[config.mk]
export PLATFORM = sky130hd
export DESIGN_NAME = vga_timing_gen_flat
export DESIGN_NICKNAME = d
export VERILOG_FILES = /design/src/rtl/vga_pkg.sv /design/src/rtl/vga_timing_gen_if.sv /design/src/rtl/vga_axis_counter.sv /design/src/rtl/vga_timing_gen.sv /design/src/flat_wrapper.sv
export SDC_FILE = /design/constraint.sdc
export NUM_CORES = 1
export LEC_CHECK = 0
export BUFFER_PORTS_ARGS = -buffer_cell sky130_fd_sc_hd__buf_4
export CORE_AREA = 2 2 58 60
export DETAILED_ROUTE_END_ITERATION = 8
export DIE_AREA = 0 0 60 62
export PLACE_DENSITY = 0.92
export SLEW_MARGIN = 10
export SYNTH_ARGS = -nofsm -noshare
export SYNTH_HDL_FRONTEND = slang
export SYNTH_SLANG_ARGS = --single-unit
export TNS_END_PERCENT = 20
[constraint.sdc]
create_clock -name clk -period 7.25 [get_ports clk]
set_clock_uncertainty 0.1 [all_clocks]
set_input_delay 0.725 -clock clk [delete_from_list [all_inputs] [get_ports clk]]
set_output_delay 0.725 -clock clk [all_outputs]
set_load 0.005 [all_outputs]
[src/rtl/vga_pkg.sv]
// Shared VGA timing constants, derived totals and count types for the timing
// generator and any renderer that needs to agree with it.
package vga_pkg;

    localparam int CNT_W = 11;
    localparam int DIV_W = 4;

    localparam int H_VIS_DEF  = 640;
    localparam int H_FP_DEF   = 16;
    localparam int H_SYNC_DEF = 96;
    localparam int H_BP_DEF   = 48;

    localparam int V_VIS_DEF  = 480;
    localparam int V_FP_DEF   = 10;
    localparam int V_SYNC_DEF = 2;
    localparam int V_BP_DEF   = 33;

    localparam int H_TOTAL      = H_VIS_DEF + H_FP_DEF + H_SYNC_DEF + H_BP_DEF;
    localparam int V_TOTAL      = V_VIS_DEF + V_FP_DEF + V_SYNC_DEF + V_BP_DEF;
    localparam int H_SYNC_START = H_VIS_DEF + H_FP_DEF;
    localparam int H_SYNC_END   = H_SYNC_START + H_SYNC_DEF - 1;
    localparam int V_SYNC_START = V_VIS_DEF + V_FP_DEF;
    localparam int V_SYNC_END   = V_SYNC_START + V_SYNC_DEF - 1;

    typedef logic [CNT_W-1:0] cnt_t;
    typedef logic [DIV_W-1:0] div_t;

    // True when v lies in the inclusive window lo..hi.
    function automatic logic in_window(cnt_t v, cnt_t lo, cnt_t hi);
        return (v >= lo) && (v <= hi);
    endfunction

endpackage

[src/rtl/vga_timing_gen_if.sv]
// Video timing bundle: raster position, blanking, syncs and pixel strobes.
interface vga_timing_gen_if;
    import vga_pkg::*;

    cnt_t hcount;
    cnt_t vcount;
    logic blank;
    logic hsync;
    logic vsync;
    logic pix_en;
    logic frame_start;

    modport master (
        output hcount, vcount, blank, hsync, vsync, pix_en, frame_start
    );

    modport slave (
        input hcount, vcount, blank, hsync, vsync, pix_en, frame_start
    );

endinterface

[src/rtl/vga_axis_counter.sv]
// Wrapping position counter for one raster axis. Exposes the next value so
// the parent can register decoded flags in step with the count itself.
module vga_axis_counter
    import vga_pkg::*;
#(
    parameter int TOTAL = 800
) (
    input  logic clk,
    input  logic rst,
    input  logic en,
    output cnt_t count,
    output cnt_t count_nxt,
    output logic tc
);

    localparam cnt_t LAST = cnt_t'(TOTAL - 1);

    assign tc = (count == LAST);

    // Advance on enable, wrap to zero after the last position.
    always_comb begin
        count_nxt = count;
        if (en) begin
            count_nxt = tc ? '0 : count + cnt_t'(1);
        end
    end

    // Position register.
    always_ff @(posedge clk) begin
        if (rst) begin
            count <= '0;
        end else begin
            count <= count_nxt;
        end
    end

endmodule

[src/rtl/vga_timing_gen.sv]
// VGA raster timing: pixel-rate divider, horizontal/vertical counters and
// registered blank/sync/frame flags aligned with the counts they describe.
module vga_timing_gen
    import vga_pkg::*;
#(
    parameter int PIX_DIV = 4,
    parameter int H_VIS   = H_VIS_DEF,
    parameter int H_FP    = H_FP_DEF,
    parameter int H_SYNC  = H_SYNC_DEF,
    parameter int H_BP    = H_BP_DEF,
    parameter int V_VIS   = V_VIS_DEF,
    parameter int V_FP    = V_FP_DEF,
    parameter int V_SYNC  = V_SYNC_DEF,
    parameter int V_BP    = V_BP_DEF
) (
    input  logic              clk,
    input  logic              rst,
    vga_timing_gen_if.master  vid
);

    localparam int   H_TOT    = H_VIS + H_FP + H_SYNC + H_BP;
    localparam int   V_TOT    = V_VIS + V_FP + V_SYNC + V_BP;
    localparam cnt_t H_VIS_C  = cnt_t'(H_VIS);
    localparam cnt_t V_VIS_C  = cnt_t'(V_VIS);
    localparam cnt_t HS_START = cnt_t'(H_VIS + H_FP);
    localparam cnt_t HS_END   = cnt_t'(H_VIS + H_FP + H_SYNC - 1);
    localparam cnt_t VS_START = cnt_t'(V_VIS + V_FP);
    localparam cnt_t VS_END   = cnt_t'(V_VIS + V_FP + V_SYNC - 1);
    localparam div_t DIV_LAST = div_t'(PIX_DIV - 1);

    div_t div_q;
    logic tick;
    logic h_tc;
    logic v_tc;
    cnt_t h_nxt;
    cnt_t v_nxt;
    logic blank_nxt;
    logic hsync_nxt;
    logic vsync_nxt;

    // Pixel advance happens on the edge that closes the divider's last phase.
    assign tick = (div_q == DIV_LAST);

    vga_axis_counter #(.TOTAL(H_TOT)) u_hcnt (
        .clk       (clk),
        .rst       (rst),
        .en        (tick),
        .count     (vid.hcount),
        .count_nxt (h_nxt),
        .tc        (h_tc)
    );

    vga_axis_counter #(.TOTAL(V_TOT)) u_vcnt (
        .clk       (clk),
        .rst       (rst),
        .en        (tick & h_tc),
        .count     (vid.vcount),
        .count_nxt (v_nxt),
        .tc        (v_tc)
    );

    // Decode flags from the next position so the registered flags line up
    // with the registered counts.
    always_comb begin
        blank_nxt = (h_nxt >= H_VIS_C) || (v_nxt >= V_VIS_C);
        hsync_nxt = ~in_window(h_nxt, HS_START, HS_END);
        vsync_nxt = ~in_window(v_nxt, VS_START, VS_END);
    end

    // Divider phase and registered strobes/flags.
    always_ff @(posedge clk) begin
        if (rst) begin
            div_q           <= '0;
            vid.pix_en      <= 1'b0;
            vid.frame_start <= 1'b0;
            vid.blank       <= 1'b0;
            vid.hsync       <= 1'b1;
            vid.vsync       <= 1'b1;
        end else begin
            div_q           <= tick ? '0 : div_q + div_t'(1);
            vid.pix_en      <= tick;
            vid.frame_start <= tick & h_tc & v_tc;
            vid.blank       <= blank_nxt;
            vid.hsync       <= hsync_nxt;
            vid.vsync       <= vsync_nxt;
        end
    end

endmodule

[src/flat_wrapper.sv]
// flat-port wrapper written by rule: the top's interface ports become plain ports
module vga_timing_gen_flat import vga_pkg::*;
#(
    parameter int PIX_DIV = 4,
    parameter int H_VIS   = H_VIS_DEF,
    parameter int H_FP    = H_FP_DEF,
    parameter int H_SYNC  = H_SYNC_DEF,
    parameter int H_BP    = H_BP_DEF,
    parameter int V_VIS   = V_VIS_DEF,
    parameter int V_FP    = V_FP_DEF,
    parameter int V_SYNC  = V_SYNC_DEF,
    parameter int V_BP    = V_BP_DEF
)
  (clk, rst, vid_hcount, vid_vcount, vid_blank, vid_hsync, vid_vsync, vid_pix_en, vid_frame_start);
  vga_timing_gen_if vid_i ();
  input  logic clk;
  input  logic rst;
  output wire logic [$bits(vid_i.hcount)-1:0] vid_hcount;
  output wire logic [$bits(vid_i.vcount)-1:0] vid_vcount;
  output wire logic [$bits(vid_i.blank)-1:0] vid_blank;
  output wire logic [$bits(vid_i.hsync)-1:0] vid_hsync;
  output wire logic [$bits(vid_i.vsync)-1:0] vid_vsync;
  output wire logic [$bits(vid_i.pix_en)-1:0] vid_pix_en;
  output wire logic [$bits(vid_i.frame_start)-1:0] vid_frame_start;
  assign vid_hcount = vid_i.hcount;
  assign vid_vcount = vid_i.vcount;
  assign vid_blank = vid_i.blank;
  assign vid_hsync = vid_i.hsync;
  assign vid_vsync = vid_i.vsync;
  assign vid_pix_en = vid_i.pix_en;
  assign vid_frame_start = vid_i.frame_start;
  vga_timing_gen #(.PIX_DIV(PIX_DIV), .H_VIS(H_VIS), .H_FP(H_FP), .H_SYNC(H_SYNC), .H_BP(H_BP), .V_VIS(V_VIS), .V_FP(V_FP), .V_SYNC(V_SYNC), .V_BP(V_BP)) u_core (.clk(clk), .rst(rst), .vid(vid_i));
endmodule
==> metrics.md <==
| Metric | Value |
|---|---|
| Status | `completed` |
| Power density over the cells | `161.6 nW/µm²` |
| Crit path depth | `7` |
| CP top delay family | `simple AND/OR/NAND/NOR gates` |
| Largest net degree at the start of global routing | `29` |
| Worst path max stage delay | `0.56 ns` |
| Post-cts resize count | `0` |
| CP Class | `register to register` |
| Share of flip-flops with an asynchronous set or reset | `0%` |
| Maximum clock insertion buffer count | `2` |
| CP Launch Type | `register` |
| Residual DRC | `0` |
| Most numerous cell in the Yosys netlist | `dfxtp_1` |
| Slowest CP cell | `mux4_2` |
| Met2 wire length | `1903 µm` |
| Initial antenna violation count | `0` |
| Least-Margin Pin Slew | `0.7415 ns` |
| Nets | `236` |
| Rows | `21` |
| CTS Buf Count | `5` |
| VDD IR max | `0.09977 mV` |
| Primary FF master, synth | `dfxtp_1` |
| Met3 WL | `232 µm` |
| Layout cells sized above 1 | `20.78%` |
| Avg WL per Cell | `14.00 µm` |
| WP data arrival | `3.06 ns` |
| Syn Nets | `216` |
| Fin crit period | `2.956 ns` |
| Clk root buf | `clkbuf_4` |
| Synth warn | `0` |
| Worst Path Buf+Inv | `0` |
| Setup Buffers After CTS | `0` |
| Area of placed instances | `1958 µm²` |
| Final Hold Viols | `0` |
| DR vias/cell | `5.812` |
| I/O pin cnt | `29` |
| Fin Setup TNS | `0 ns` |
| Die area | `3720 µm²` |
| Starting Density | `55.61%` |
| Cell area after synthesis | `1768 µm²` |
| Core Region | `3179 µm²` |
| Starting DRT DRC Count | `135` |
| Port bufs | `28` |
| 1st-pass router iterations | `6` |
| Worst-Skew Late Latency | `0.34 ns` |
| Final setup vio count | `0` |
| Unique masters post-synth | `50` |
| Hold Crit Class | `register to register` |
| Inserted Diodes | `0` |
| R2r setup slk | `4.29 ns` |
| Worst slew margin | `50.46%` |
| Nature of the critical path endpoint | `register` |
| Die Ht | `62 µm` |
| Area grow syn2layout | `15.64%` |
| Total Wirelength | `3878 µm` |
| H-tree levels | `2` |
| Max Cap Violations | `0` |
| Hpwl dp | `2803 µm` |
| Total GRT Usage | `22.28%` |
| Top routing layer used | `met4` |
| Reg2reg end | `u_core.vid.vsync` |
| Synth area leader | `dfxtp_1` |
| Critical-path cell list | `ha_1 -> or3b_1 -> nor2_8 -> and2_1 -> mux4_2 -> a21oi_1 -> o2111ai_1` |
| Hold Crit Depth | `1` |
| Leakage | `0.0007673 µW` |
| Via Count | `1610` |
| Antenna viol nets, final | `0` |
| GR Overflow Total | `0` |
| CTS clock-pin slew for the worst setup and hold paths | `0.10 ns` |
| First-pass GRT wire length | `6203 µm` |
| Reg2reg path depth | `7` |
| FF-to-FF Start | `u_core.div_q[0]` |
| Max Slew Vio Count | `0` |
| Critical Path RT | `7.35 ns` |
| Vias in the first global route | `1368` |
| Setup crit start | `u_core.div_q[0]` |
| Avg Synthesized Cell Area | `8.419 µm²` |
| Worst Path Max Fanout | `15` |
| Synth top cells by count | `dfxtp_1 (31), nor2_1 (21), nand2_1 (16)` |
| Synth top area share | `35.10%` |
| Fmax | `338.3 MHz` |
| Synth area leaders | `dfxtp_1 (35%), xor2_1 (5.0%), nor2_1 (4.5%)` |
| Metal-1 WL | `1702 µm` |
| CTS tree | `built` |
| Final worst path period share | `40.77%` |
| End of the critical path | `u_core.vid.vsync` |
| Post-Layout Inst Area | `2044 µm²` |
| Post-synth EDFFs | `0` |
| CTS sink count | `31` |
| Sequential element share of the synthesized area | `35.10%` |
| Chip width | `60 µm` |
| Hold-fix buffers, CTS | `0` |
| Syn Inst Count | `210` |
| Final GP Congestion | `0.9739` |
| Yosys reg bits | `31` |
| Unrepaired setup endpoints after global routing | `no` |
-- worst min path at each step --
stage | startpoint | endpoint
after floorplan | u_core.div_q[0] | u_core.div_q[0]
after global placement | u_core.div_q[0] | u_core.div_q[0]
after detailed placement | u_core.div_q[0] | u_core.div_q[0]
after CTS | u_core.div_q[0] | u_core.div_q[0]
after global routing | u_core.div_q[0] | u_core.div_q[0]
final | u_core.div_q[0] | u_core.div_q[0]
-- report_power, final --
part           switching [µW]  internal, µW  total [µW]  leakage [µW]
clock                    60.7          81.5         142     0.0000482
combinational            7.12          5.26        12.4      0.000469
sequential               2.94           173         176      0.000250
total                    70.8           260         330      0.000767
-- worst register-to-register path, stage by stage (launching register included) --
cell	delay [ns]
dfxtp_1	0.38
ha_1	0.20
or3b_1	0.53
nor2_8	0.28
and2_1	0.52
mux4_2	0.56
a21oi_1	0.13
o2111ai_1	0.12
-- sequential cells by signal, indices dropped and copies added (netlist names) --
name / count
u_core.vid.frame_start: 1
u_core.u_vcnt.count: 11
u_core.vid.hsync: 1
u_core.vid.vsync: 1
u_core.u_hcnt.count: 11
u_core.vid.pix_en: 1
u_core.div_q: 4
u_core.vid.blank: 1
-- layout by cell type, fill, tap and decap left out, drive strengths merged, types with 7 or more instances in the layout --
cell type,instances
a21oi,12
buf,28
dfxtp,31
nand2,17
nand3,15
nor2,23
nor3,10
o21ai,7
xor2,10
-- stage by stage --
step	setup WS [ns]	utilization, %	hold WS, ns	total power, µW	instances
2_1_floorplan	4.898	-	0.3319	188.8	210
3_3_place_gp	4.452	61.59	0.3412	191.5	269
3_5_place_dp	4.344	61.59	0.3714	192.2	269
4_1_cts	4.322	64.31	0.3857	332.8	277
5_1_grt	4.093	64.31	0.4086	342.8	277
6_report	4.294	64.31	0.3866	330.3	277
-- area by class of cell --
type / count / area (µm²)
clock buffer: 6 / 51.30
clock inverter: 2 / 35.03
fill: 279 / 1135
inverter: 5 / 18.77
multi-input combinational: 159 / 1051
sequential: 31 / 620.6
tap: 46 / 57.56
timing repair buffer: 28 / 210.2
-- cell families (layout without fill, tap and decap cells) --
logic type / after synthesis / in the layout / share of synthesized area (%)
adder cells (fa/ha/maj): 4 / 4 / 2.831
AND/OR/NAND/NOR: 100 / 100 / 32.34
AO/OA/AOI/OAI: 38 / 38 / 14.93
XOR/XNOR: 15 / 15 / 7.431
flip-flops: 31 / 31 / 35.10
multiplexers: 2 / 2 / 1.911
buffers and inverters: 20 / 41 / 5.450
-- layer usage --
layer / vias up / global-route usage, %
met3: 4 / 5.383
li1: 793 / -
met2: 68 / 37.89
met5: - / 0
met4: 0 / 6.984
met1: 745 / 27.97
No activity file was read; power rests on OpenSTA's default activity.
